===== src/rtl/bitstream_pkg.sv =====
// Shared constants and FSM state type for the bitstream_p emulation-prevention filter.
package bitstream_pkg;

  localparam logic [7:0] BYTE_ZERO = 8'h00;
  localparam logic [7:0] BYTE_EP   = 8'h03;
  localparam logic [7:0] BYTE_SC   = 8'h01;

  typedef enum logic {
    S_SCAN  = 1'b0,
    S_FLUSH = 1'b1
  } state_t;

endpackage


===== src/rtl/bs_word_unpack.sv =====
// One-word stream buffer that presents its bytes MSB first through a one-byte slot.
module bs_word_unpack #(
  parameter int unsigned DATA_BITS = 32
) (
  input  logic                 clk,
  input  logic                 rst_n,
  input  logic [DATA_BITS-1:0] in_data,
  input  logic                 in_valid,
  output logic                 in_ready,
  input  logic                 consume,
  output logic [7:0]           cur_byte,
  output logic                 cur_vld
);

  localparam int unsigned NB    = DATA_BITS / 8;
  localparam int unsigned IDX_W = (NB > 1) ? $clog2(NB) : 1;
  localparam logic [IDX_W-1:0] LAST_IDX = IDX_W'(NB - 1);

  logic [DATA_BITS-1:0] word;
  logic                 full;
  logic [IDX_W-1:0]     byte_idx;
  logic                 armed;
  logic [7:0]           sel_byte;
  logic                 take;
  logic                 last;
  logic                 accept;

  always_comb begin
    sel_byte = '0;
    for (int unsigned i = 0; i < NB; i++) begin
      if (byte_idx == IDX_W'(i)) sel_byte = word[DATA_BITS-1-8*i -: 8];
    end
  end

  // The slot gives the classifier a registered byte; the buffer refills it
  // in the same cycle it is consumed, so throughput stays at one byte/cycle.
  assign take     = full && (!cur_vld || consume);
  assign last     = (byte_idx == LAST_IDX);
  assign in_ready = armed && (!full || (take && last));
  assign accept   = in_valid && in_ready;

  always_ff @(posedge clk or negedge rst_n) begin
    if (!rst_n) begin
      armed    <= 1'b0;
      word     <= '0;
      full     <= 1'b0;
      byte_idx <= '0;
      cur_byte <= '0;
      cur_vld  <= 1'b0;
    end else begin
      armed <= 1'b1;
      if (accept) begin
        word     <= in_data;
        full     <= 1'b1;
        byte_idx <= '0;
      end else if (take && last) begin
        full     <= 1'b0;
        byte_idx <= '0;
      end else if (take) begin
        byte_idx <= byte_idx + IDX_W'(1);
      end
      if (take) begin
        cur_byte <= sel_byte;
        cur_vld  <= 1'b1;
      end else if (consume) begin
        cur_vld <= 1'b0;
      end
    end
  end

endmodule


===== src/rtl/bitstream_ep_filter.sv =====
// Annex-B start-code detector and emulation-prevention byte remover feeding the bit reader.
module bitstream_ep_filter
  import bitstream_pkg::*;
#(
  parameter int unsigned DATA_BITS = 32,
  parameter int unsigned CNT_BITS  = 16
) (
  input  logic                 clk,
  input  logic                 rst_n,
  input  logic [DATA_BITS-1:0] in_data,
  input  logic                 in_valid,
  output logic                 in_ready,
  output logic [7:0]           out_byte,
  output logic                 out_valid,
  input  logic                 out_ready,
  output logic                 out_first,
  output logic                 start_code,
  output logic [CNT_BITS-1:0]  ep_cnt
);

  logic [7:0] cur_byte;
  logic       cur_vld;
  logic       consume;

  bs_word_unpack #(
    .DATA_BITS (DATA_BITS)
  ) u_unpack (
    .clk      (clk),
    .rst_n    (rst_n),
    .in_data  (in_data),
    .in_valid (in_valid),
    .in_ready (in_ready),
    .consume  (consume),
    .cur_byte (cur_byte),
    .cur_vld  (cur_vld)
  );

  state_t     state, nstate;
  logic [1:0] zero_pend, nzero_pend;
  logic       first_pend, nfirst_pend;
  logic       hold_vld, nhold_vld;
  logic [7:0] hold_byte, nhold_byte;
  logic       can_emit;
  logic       emit;
  logic [7:0] emit_byte;
  logic       ep_inc;
  logic       sc_pulse;

  assign can_emit   = !out_valid || out_ready;
  assign start_code = sc_pulse;

  always_comb begin
    nstate      = state;
    nzero_pend  = zero_pend;
    nfirst_pend = first_pend;
    nhold_vld   = hold_vld;
    nhold_byte  = hold_byte;
    consume     = 1'b0;
    emit        = 1'b0;
    emit_byte   = '0;
    ep_inc      = 1'b0;
    sc_pulse    = 1'b0;
    if (can_emit) begin
      unique case (state)
        S_SCAN: begin
          if (cur_vld) begin
            consume = 1'b1;
            if (cur_byte == BYTE_ZERO) begin
              // A third zero pushes the oldest one out as prefix/trailing padding.
              if (zero_pend != 2'd2) nzero_pend = zero_pend + 2'd1;
            end else if (cur_byte == BYTE_EP && zero_pend == 2'd2) begin
              ep_inc    = 1'b1;
              nstate    = S_FLUSH;
              nhold_vld = 1'b0;
            end else if (cur_byte == BYTE_SC && zero_pend == 2'd2) begin
              sc_pulse    = 1'b1;
              nzero_pend  = 2'd0;
              nfirst_pend = 1'b1;
            end else if (zero_pend == 2'd0) begin
              emit        = 1'b1;
              emit_byte   = cur_byte;
              nfirst_pend = 1'b0;
            end else begin
              nstate     = S_FLUSH;
              nhold_vld  = 1'b1;
              nhold_byte = cur_byte;
            end
          end
        end
        S_FLUSH: begin
          if (zero_pend != 2'd0) begin
            emit        = 1'b1;
            emit_byte   = BYTE_ZERO;
            nfirst_pend = 1'b0;
            nzero_pend  = zero_pend - 2'd1;
            if (zero_pend == 2'd1 && !hold_vld) nstate = S_SCAN;
          end else begin
            if (hold_vld) begin
              emit        = 1'b1;
              emit_byte   = hold_byte;
              nfirst_pend = 1'b0;
              nhold_vld   = 1'b0;
            end
            nstate = S_SCAN;
          end
        end
        default: nstate = S_SCAN;
      endcase
    end
  end

  always_ff @(posedge clk or negedge rst_n) begin
    if (!rst_n) begin
      state      <= S_SCAN;
      zero_pend  <= '0;
      first_pend <= 1'b0;
      hold_vld   <= 1'b0;
      hold_byte  <= '0;
      out_byte   <= '0;
      out_valid  <= 1'b0;
      out_first  <= 1'b0;
      ep_cnt     <= '0;
    end else if (can_emit) begin
      state      <= nstate;
      zero_pend  <= nzero_pend;
      first_pend <= nfirst_pend;
      hold_vld   <= nhold_vld;
      hold_byte  <= nhold_byte;
      if (emit) begin
        out_valid <= 1'b1;
        out_byte  <= emit_byte;
        out_first <= first_pend;
      end else begin
        out_valid <= 1'b0;
        out_first <= 1'b0;
      end
      if (ep_inc && ep_cnt != '1) ep_cnt <= ep_cnt + CNT_BITS'(1);
    end
  end

endmodule

===== config.mk =====
export PLATFORM = sky130hd
export DESIGN_NAME = bitstream_ep_filter
export DESIGN_NICKNAME = d
export VERILOG_FILES = /design/src/rtl/bitstream_pkg.sv /design/src/rtl/bs_word_unpack.sv /design/src/rtl/bitstream_ep_filter.sv
export SDC_FILE = /design/constraint.sdc
export NUM_CORES = 1
export LEC_CHECK = 0
export CAP_MARGIN = 25
export CORE_ASPECT_RATIO = 1.5
export CORE_MARGIN = 10
export CORE_UTILIZATION = 58
export DETAILED_ROUTE_END_ITERATION = 16
export PLACE_DENSITY = 0.89
export REMOVE_ABC_BUFFERS = 1
export SYNTH_ARGS = -nofsm -noshare
export SYNTH_HDL_FRONTEND = slang
export SYNTH_SLANG_ARGS = --single-unit

===== constraint.sdc =====
create_clock -name clk -period 3.7 [get_ports clk]
set_input_delay 0.74 -clock clk [delete_from_list [all_inputs] [get_ports clk]]
set_output_delay 0.74 -clock clk [all_outputs]
set_load 0.02 [all_outputs]

==> results of run 1 <==
## state kept, by name, summed over array words and instances (netlist names), 2 cells and up
register,count
zero_pend,2
out_byte,8
u_unpack.cur_byte,8
hold_byte,8
u_unpack.byte_idx,2
u_unpack.word,32
ep_cnt,16
## through the flow
stage               setup WS [ns]  hold slack (ns)  instances  cell area [µm²]
finish                      0.306            0.257        501             4900
detailed placement          0.337            0.487        484             4670
global placement            0.340            0.462        484             4670
CTS                        0.0761            0.505        500             4870
global route                0.156            0.256        501             4900
floorplan                   0.320            0.444        341             3900
## layer usage
layer,global-route usage [%],vias to the layer above,wire length [µm]
li1,-,1402,-
met1,16.8,1445,3240
met2,29.8,71,4640
met3,4.17,14,347
met4,8.40,0,193
met5,0,-,0
## final cells by class
| class | instances | area (µm²) | share of cell area, % |
|---|---|---|---|
| flip-flops and latches | 84 | 2100 | 42.9 |
| multi-input cells | 249 | 1770 | 36.2 |
| repair buffers | 68 | 701 | 14.3 |
| clock buffers | 9 | 124 | 2.53 |
| well taps | 76 | 95.1 | 1.94 |
| clock inverters | 7 | 73.8 | 1.51 |
| inverters | 8 | 30.0 | 0.613 |
## cell usage in the layout, fill, tap and decap left out, drive strengths merged, types with 12 or more instances in the layout
cell type	synthesis	final
nor2b	21	21
xor2	12	12
clkdlybuf4s50	0	61
nand2	24	24
dfrtp	84	84
nor2	21	21
o21ai	18	18
mux2	42	42
a21oi	21	21
nor3	17	17
## critical path: stages
cell and delay (ns):
clkdlybuf4s50_1 0.48, nor2b_1 0.06, o21ai_0 0.41, a21bo_2 0.23
and2_1 0.12, clkdlybuf4s50_1 0.62
## power groups by stage
stage | Sequential, mW | Clock, mW | Combinational, mW
6_report | 1.52 | 0.649 | 1.52
5_1_grt | 1.56 | 0.701 | 1.70
4_1_cts | 1.52 | 0.664 | 1.53
3_5_place_dp | 1.54 | 0 | 1.52
3_3_place_gp | 1.50 | 0 | 1.47
2_1_floorplan | 1.53 | 0 | 1.03
## worst max-delay path by stage
stage                                  start                            to  slack, ns  cells after the start
finish                             out_ready                      in_ready       0.31                      6
global route                       out_ready                      in_ready       0.16                      6
CTS                 zero_pend[0]$_DFFE_PN0P_                    start_code       0.08                      6
detailed placement                 out_ready                      in_ready       0.34                      6
global placement                   out_ready                      in_ready       0.34                      6
floorplan                          out_ready  u_unpack.word[0]$_DFFE_PN0P_       0.32                      5
## cells by family (layout without fill, tap and decap cells)
group	after synthesis	after routing	share of synthesized area [%]
compound gates	66	66	10.5
xor+xnor	14	14	3.08
fa+ha+maj	8	8	2.51
buf+inv	27	92	2.77
flops	84	84	52.8
mux	43	43	12.2
other cells	1	1	0.0942
simple gates	117	117	16.0
==> results.ini, run 1 <==
[floorplanning]
die_x_um = 87.6
core_um2 = 6580
io_pins = 64
start_util_pct = 60.5
rows = 36
fp.dieArea_um2 = 10600
die_h_um = 121

[pwr]
p_int_mw = 2.33
seqPwrFrac_pct = 41.2
p_sw_mw = 1.36
power_frac_comb_pct = 41.2
switching_share_pct = 36.9
finalPower_mw = 3.69
pwr-share-clk_pct = 17.6
power.density_nw_per_um2 = 754
leakagePower_nw = 2.16
vdd_drop_max_v = 0.000484

[critical_path]
r2r_cells = 7
r2r_start = zero_pend[0]$_DFFE_PN0P_
path_class = in -> out
required_ns = 2.96
worstReg2RegEnd = ep_cnt[8]$_DFFE_PN0P_
worstPathMaxFanout = 4
startpoint_type = input port
crit_path_end_kind = output pin
arrival_ns = 2.65
ff2ff_setup_slack_ns = 0.94

[synth]
synth_flop_cell = dfrtp_1
synth_area_um2 = 3980
synth_warnings = 0
ys_top_cells_by_area = dfrtp_1, mux2_2, nor2b_1
synth_seq_cells = 84
syn_avg_cell_area_um2 = 11.1
synth_most_common_cell = dfrtp_1
async_flop_share_pct = 100
syn-instance-count = 360
netlist_top_cells_count = dfrtp_1, mux2_2, nand2_1
yosysTopAreaCell = dfrtp_1
synth_edf_count = 0
ys_types = 47
synth.top_cell.area_share_pct = 52.8
seq_area_frac_synth_pct = 52.8

[hold_path]
hold_class = in -> async

[clock_network]
cts_repair_resize_count = 0
clock-sinks = 84
numCtsBuffers = 9
post_cts_buffers = 0
hold_buffers = 0
clock_latency_ns = 0.35
cts_buffer_depth = 2
cts_tree = done
ctsRootBufferMaster = clkbuf_8
htreeDepth = 3
clkSlewWorstSetupHoldPaths_ns = 0.09

[grt]
antenna_found_initial = 0
grt_pass1_wl_um = 14200
grt_overflow_total = 0
grt_pass1_vias = 3124
grt_max_degree = 85
grtUsageTotal_pct = 16.5

[routing]
vias = 2932
drc_errors = 0
ant_nets = 0
wl_per_cell_um = 16.8
dr.pass1.iters = 4
via_per_inst = 5.85
wl_um = 8420
drt_iter0_markers = 180

[layout]
final_core_util_pct = 74.5
antenna_cells = 0
fill_cells = 465
syn_to_final_growth_pct = 23.0
drive_above_1_share_pct = 17.2
nets = 464

[sta]
finalCriticalPeriod_ns = 3.39
setup_viol = 0
drv_slew = 0
tightest_slew_ns = 0.547
max_freq_mhz = 295
rsz0062_at_grt = no
relSlewSlack_pct = 63.6
report.final.hold_viol_count = 0
finalSetupTns_ns = 0
skew_ns = 0.0148
post-route-period-util_pct = 91.7

[status]
status = complete, no violations

[placement]
routabilityCongestion = 0.815
port_buffers = 63
dp_hpwl_um = 6260

[run]
cap_violations = 0

(Power assumes the default switching activity.)
==> run 2, diff against run 1 <==
- SKIP_LAST_GASP: unset -> 1
==> results of run 2 <==
The final DEF is identical to that of run 1; final timing and power are the same.
==> patch 1, RTL diff (config.mk and constraints of run 2) <==
`DATA_BITS` is set to 32 in 2 places; all go to 64.
--- a/src/rtl/bs_word_unpack.sv
+++ b/src/rtl/bs_word_unpack.sv
@@ -1,5 +1,5 @@
 // One-word stream buffer that presents its bytes MSB first through a one-byte slot.
 module bs_word_unpack #(
-  parameter int unsigned DATA_BITS = 32
+  parameter int unsigned DATA_BITS = 64
 ) (
   input  logic                 clk,
--- a/src/rtl/bitstream_ep_filter.sv
+++ b/src/rtl/bitstream_ep_filter.sv
@@ -3,5 +3,5 @@
   import bitstream_pkg::*;
 #(
-  parameter int unsigned DATA_BITS = 32,
+  parameter int unsigned DATA_BITS = 64,
   parameter int unsigned CNT_BITS  = 16
 ) (
Ports: changed (resized in_data); port bits go from 64 to 96. No check against the original RTL was run, so the function may have changed too.
==> patch 1 against run 2 <==
Wire length rose by 69%. Critical endpoint is now start_code. Global-route usage rose by 4.2 points. Power rose by 68%. Setup slack improved by 0.012 ns. Clock power rose to 2.9 times the old value. Sequential cell count rose by 33. Hold slack improved by 0.11 ns. Area after synthesis rose by 40%. Final area rose by 49%.
==> patch 1: results <==
group,metric,value,unit
routing,drt_first_pass_iters,5,
synth,yosysUniqueCellTypes,45,
clocking,clk_pin_slew,0.05,ns
routing,routed_via_density,6.09,
routing,routed_wl,14300,um
worst_setup_path,cp_slowest_cell,"or4_1",
power,seq_power_share,34.9,%
worst_setup_path,r2r_cells,5,
synth,synth_fa_ha_area_share,2.25,%
worst_setup_path,arrival,2.64,ns
final_layout,drive_above_1_share,19.2,%
clocking,cts_root_buf,"clkbuf_16",
place,gp_congestion,0.892,
grt,grt_use_met2,37.0,%
worst_setup_path,worstSetupEndpoint,"start_code",
synth,seq_area_frac_synth,52.6,%
synth,synth_area_leaders,"dfrtp_1, mux2_2, nor2b_1",
clocking,cts_htree_levels,4,
routing,vias,4277,
synth,netlist_top_cells_count,"dfrtp_1, mux2_2, nand2_1",
power,p_leak,3.09,nW
synth,synthCells,486,
power,vdd_drop_max,576,uV
routing,drt-initial-drc-count,292,
routing,wl_met1,5190,um
power,pg_clk,0.00189,W
worst_setup_path,r2r_start,"u_unpack.cur_byte[2]$_DFFE_PN0P_",
worst_setup_path,critPathTopFamily,"simple AND/OR/NAND/NOR gates",
place,dpl.hpwl,9530,um
grt,use_met3,6.94,%
run_status,status,"finished, final reports clean",
grt,grt_max_degree,66,
clocking,cts_buffers,17,
sta,worst_pin_slew,0.964,ns
worst_setup_path,crit_type,"reg -> out",
synth,synth_compound_area_share,10.2,%
grt,grt_util_met1,21.5,%
routing,met2_length,7900,um
place,placed_area,6630,um^2
place,pre_cts_ws,0.444,ns
worst_setup_path,crit_fanout,6,
routing,wl_met3,912,um
sta,fin_skew,0.00956,ns
clocking,clock_latency,0.42,ns
synth,synth_xor_area_share,2.52,%
final_layout,fin_nets,655,
grt,grt_pass1_wl,23300,um
-- patch 1: changes by cell type after synthesis, sizes merged, moves of 9 or more --
cell   change
xor2      -11
dfrtp     +33
o31ai      +9
nand2      +9
nor3      -13
xnor2     +13
mux2      +33
-- patch 1: logic make-up (layout without fill, tap and decap cells) --
logic type	Yosys count	count (layout)
mux	81	81
fa+ha+maj	10	10
xor+xnor	16	16
flops	117	117
compound gates	83	83
simple gates	140	140
other cells	1	1
buf+inv	38	142
-- patch 1: layout make-up --
class,instances,area (um^2)
multi-input combinational,331,2490
inverter,8,30.0
timing repair buffer,102,1040
tap,112,140
fill,524,2000
clock buffer,19,453
sequential,117,2930
clock inverter,13,228
-- patch 1: stage by stage --
step | hold slack (ns) | total power, W | TNS (ns)
6_report | 0.366 | 0.00621 | 0
5_1_grt | 0.398 | 0.00652 | 0
4_1_cts | 0.391 | 0.00619 | 0
3_5_place_dp | 0.479 | 0.00421 | 0
3_3_place_gp | 0.468 | 0.00408 | 0
2_1_floorplan | 0.444 | 0.00351 | -71.85
==> patch 2, RTL diff (config.mk and constraints of run 2) <==
Without the edit above. Put one more register stage on the output `ep_cnt`. The value now appears one clock later. The other outputs are not delayed to match.
--- a/src/rtl/bitstream_ep_filter.sv
+++ b/src/rtl/bitstream_ep_filter.sv
@@ -18,4 +18,6 @@
   output logic [CNT_BITS-1:0]  ep_cnt
 );
+
+  logic [CNT_BITS-1:0] ep_cnt_s0;
 
   logic [7:0] cur_byte;
@@ -120,5 +122,5 @@
       out_valid  <= 1'b0;
       out_first  <= 1'b0;
-      ep_cnt     <= '0;
+      ep_cnt_s0  <= '0;
     end else if (can_emit) begin
       state      <= nstate;
@@ -135,7 +137,11 @@
         out_first <= 1'b0;
       end
-      if (ep_inc && ep_cnt != '1) ep_cnt <= ep_cnt + CNT_BITS'(1);
+      if (ep_inc && ep_cnt_s0 != '1) ep_cnt_s0 <= ep_cnt_s0 + CNT_BITS'(1);
     end
   end
 
+  always_ff @(posedge clk) begin
+    ep_cnt <= ep_cnt_s0;
+  end
+
 endmodule
Behaviour: not the same (Yosys sat finds a counterexample within 10 cycles, from zero or initial values and one cycle with rst_n low).
==> patch 2 against run 2 <==
Wire length increased by 5.2%. Synthesized cell count increased by 3.9%. Area after synthesis increased by 7.3%. Setup slack improved by 0.14 ns. Die area increased by 5.8%. Power increased by 2.0%. Via count increased by 4.7%. Sequential cell count increased by 16. Final area increased by 6.7%. Register-to-register slack improved by 0.18 ns. Critical endpoint is now start_code. Largest power group unchanged.
==> patch 2: results <==
group,metric,value,unit
clocking,clock_latency,0.38,ns
power,p_leak,2.12,nW
grt,grt_pass1_vias,3288,
grt,grtUsageTotal,16.2,%
worst_setup_path,crit_fanout,5,
final_layout,n_antenna_cell,0,
routing,routed_via_density,5.69,
place,dpl.hpwl,6610,um
final_layout,fin_nets,479,
synth,seq_area_frac_synth,56.7,%
sta,max_freq,307,MHz
worst_setup_path,arrival,2.52,ns
final_layout,drive_above_1_share,15.7,%
run_status,status,"finished, final reports clean",
synth,async_reset_ff_share,84.0,%
sta,fin_skew,0.0127,ns
power,switching_power,0.00132,W
clocking,cts_htree_levels,3,
synth,synthCells,374,
routing,drt_first_pass_iters,4,
sta,slew_violations,0,
routing,drt-initial-drc-count,191,
routing,routed_wl,8860,um
power,vdd_drop_max,476,uV
clocking,cts_root_buf,"clkbuf_8",
place,place_inst,523,
synth,netlist_top_cells_count,"dfrtp_1, mux2_2, nand2_1",
place,gp_congestion,0.911,
sta,worst_pin_slew,0.631,ns
clocking,cts_resized,0,
synth,synth_area_leaders,"dfrtp_1, mux2_2, dfxtp_1",
final_layout,reg_top3,"u_unpack.word (32), ep_cnt (16), ep_cnt_s0 (16)",
routing,vias,3070,
grt,grt_pass1_wl,15200,um
==> patch 2: cell count changes after synthesis, sizes merged, moves of 7 or more <==
cell | run 2 | this run
o21a | 0 | 9
a21oi | 21 | 31
nand2 | 24 | 33
nor3 | 17 | 1
xnor2 | 2 | 13
o211ai | 0 | 10
o21ai | 18 | 10
a221oi | 8 | 1
nand3b | 0 | 8
dfxtp | 0 | 16
xor2 | 12 | 1
nor2b | 21 | 3
==> patch 2: cell families after synthesis <==
kind of cell,share of synthesized area (%)
buffers and inverters,2.43
XOR/XNOR,2.87
AND/OR/NAND/NOR,12.4
flip-flops,56.7
AO/OA/AOI/OAI,12.3
other,0.0878
multiplexers,10.8
adder cells (fa/ha/maj),2.34
==> patch 2: metal layers <==
layer	track usage, %	up-vias	wire length [um]
li1	-	1450	-
met1	16.6	1495	3390
met2	28.6	100	4650
met3	4.49	25	519
met4	9.77	0	303
met5	0	-	0
==> patch 2: final timing paths <==
kind,start,to,slack [ns],depth (start not counted)
max in group asynchronous,rst_n,ep_cnt_s0[8]$_DFFE_PN0P_,2.92,2
min in group clk,ep_cnt_s0[9]$_DFFE_PN0P_,ep_cnt[9]$_DFF_P_,0.43,0
min,rst_n,ep_cnt_s0[0]$_DFFE_PN0P_,0.19,1
min reg2reg,ep_cnt_s0[9]$_DFFE_PN0P_,ep_cnt[9]$_DFF_P_,0.43,0
max reg2reg,u_unpack.cur_byte[7]$_DFFE_PN0P_,ep_cnt_s0[1]$_DFFE_PN0P_,1.12,4
max,u_unpack.cur_byte[7]$_DFFE_PN0P_,start_code,0.44,4
==> patch 2: critical path, cell delays in order, from the launching register on <==
cell,delay (ns)
dfrtp_1,0.42
or4_4,0.58
or4_1,0.63
nor3_1,0.25
dlymetal6s2s_1,0.26
==> patch 2: area by class of cell <==
class	instances	area [um^2]
sequential	100	2420
fill	527	2000
multi-input combinational	247	1750
timing repair buffer	68	688
clock buffer	12	178
tap	100	125
inverter	9	33.8
clock inverter	4	28.8
==> patch 2: stage by stage <==
step / hold slack (ns) / area (um^2) / setup slack (ns) / utilization [%]
after floorplan: 0.379 / 4200 / 0.305 / -
after global placement: 0.396 / 4990 / 0.484 / 69.0
after detailed placement: 0.406 / 4990 / 0.449 / 69.0
after CTS: 0.434 / 5190 / 0.0325 / 71.9
after global routing: 0.182 / 5220 / 0.268 / 72.3
final: 0.188 / 5220 / 0.442 / 72.3
==> patch 2: power groups by stage <==
stage / Sequential [W] / Combinational [W] / Clock [W]
detailed placement: 0.00173 / 0.00135 / 0
global placement: 0.00170 / 0.00130 / 0
CTS: 0.00171 / 0.00136 / 0.000709
finish: 0.00172 / 0.00135 / 0.000697
global route: 0.00177 / 0.00150 / 0.000751
floorplan: 0.00172 / 0.000905 / 0
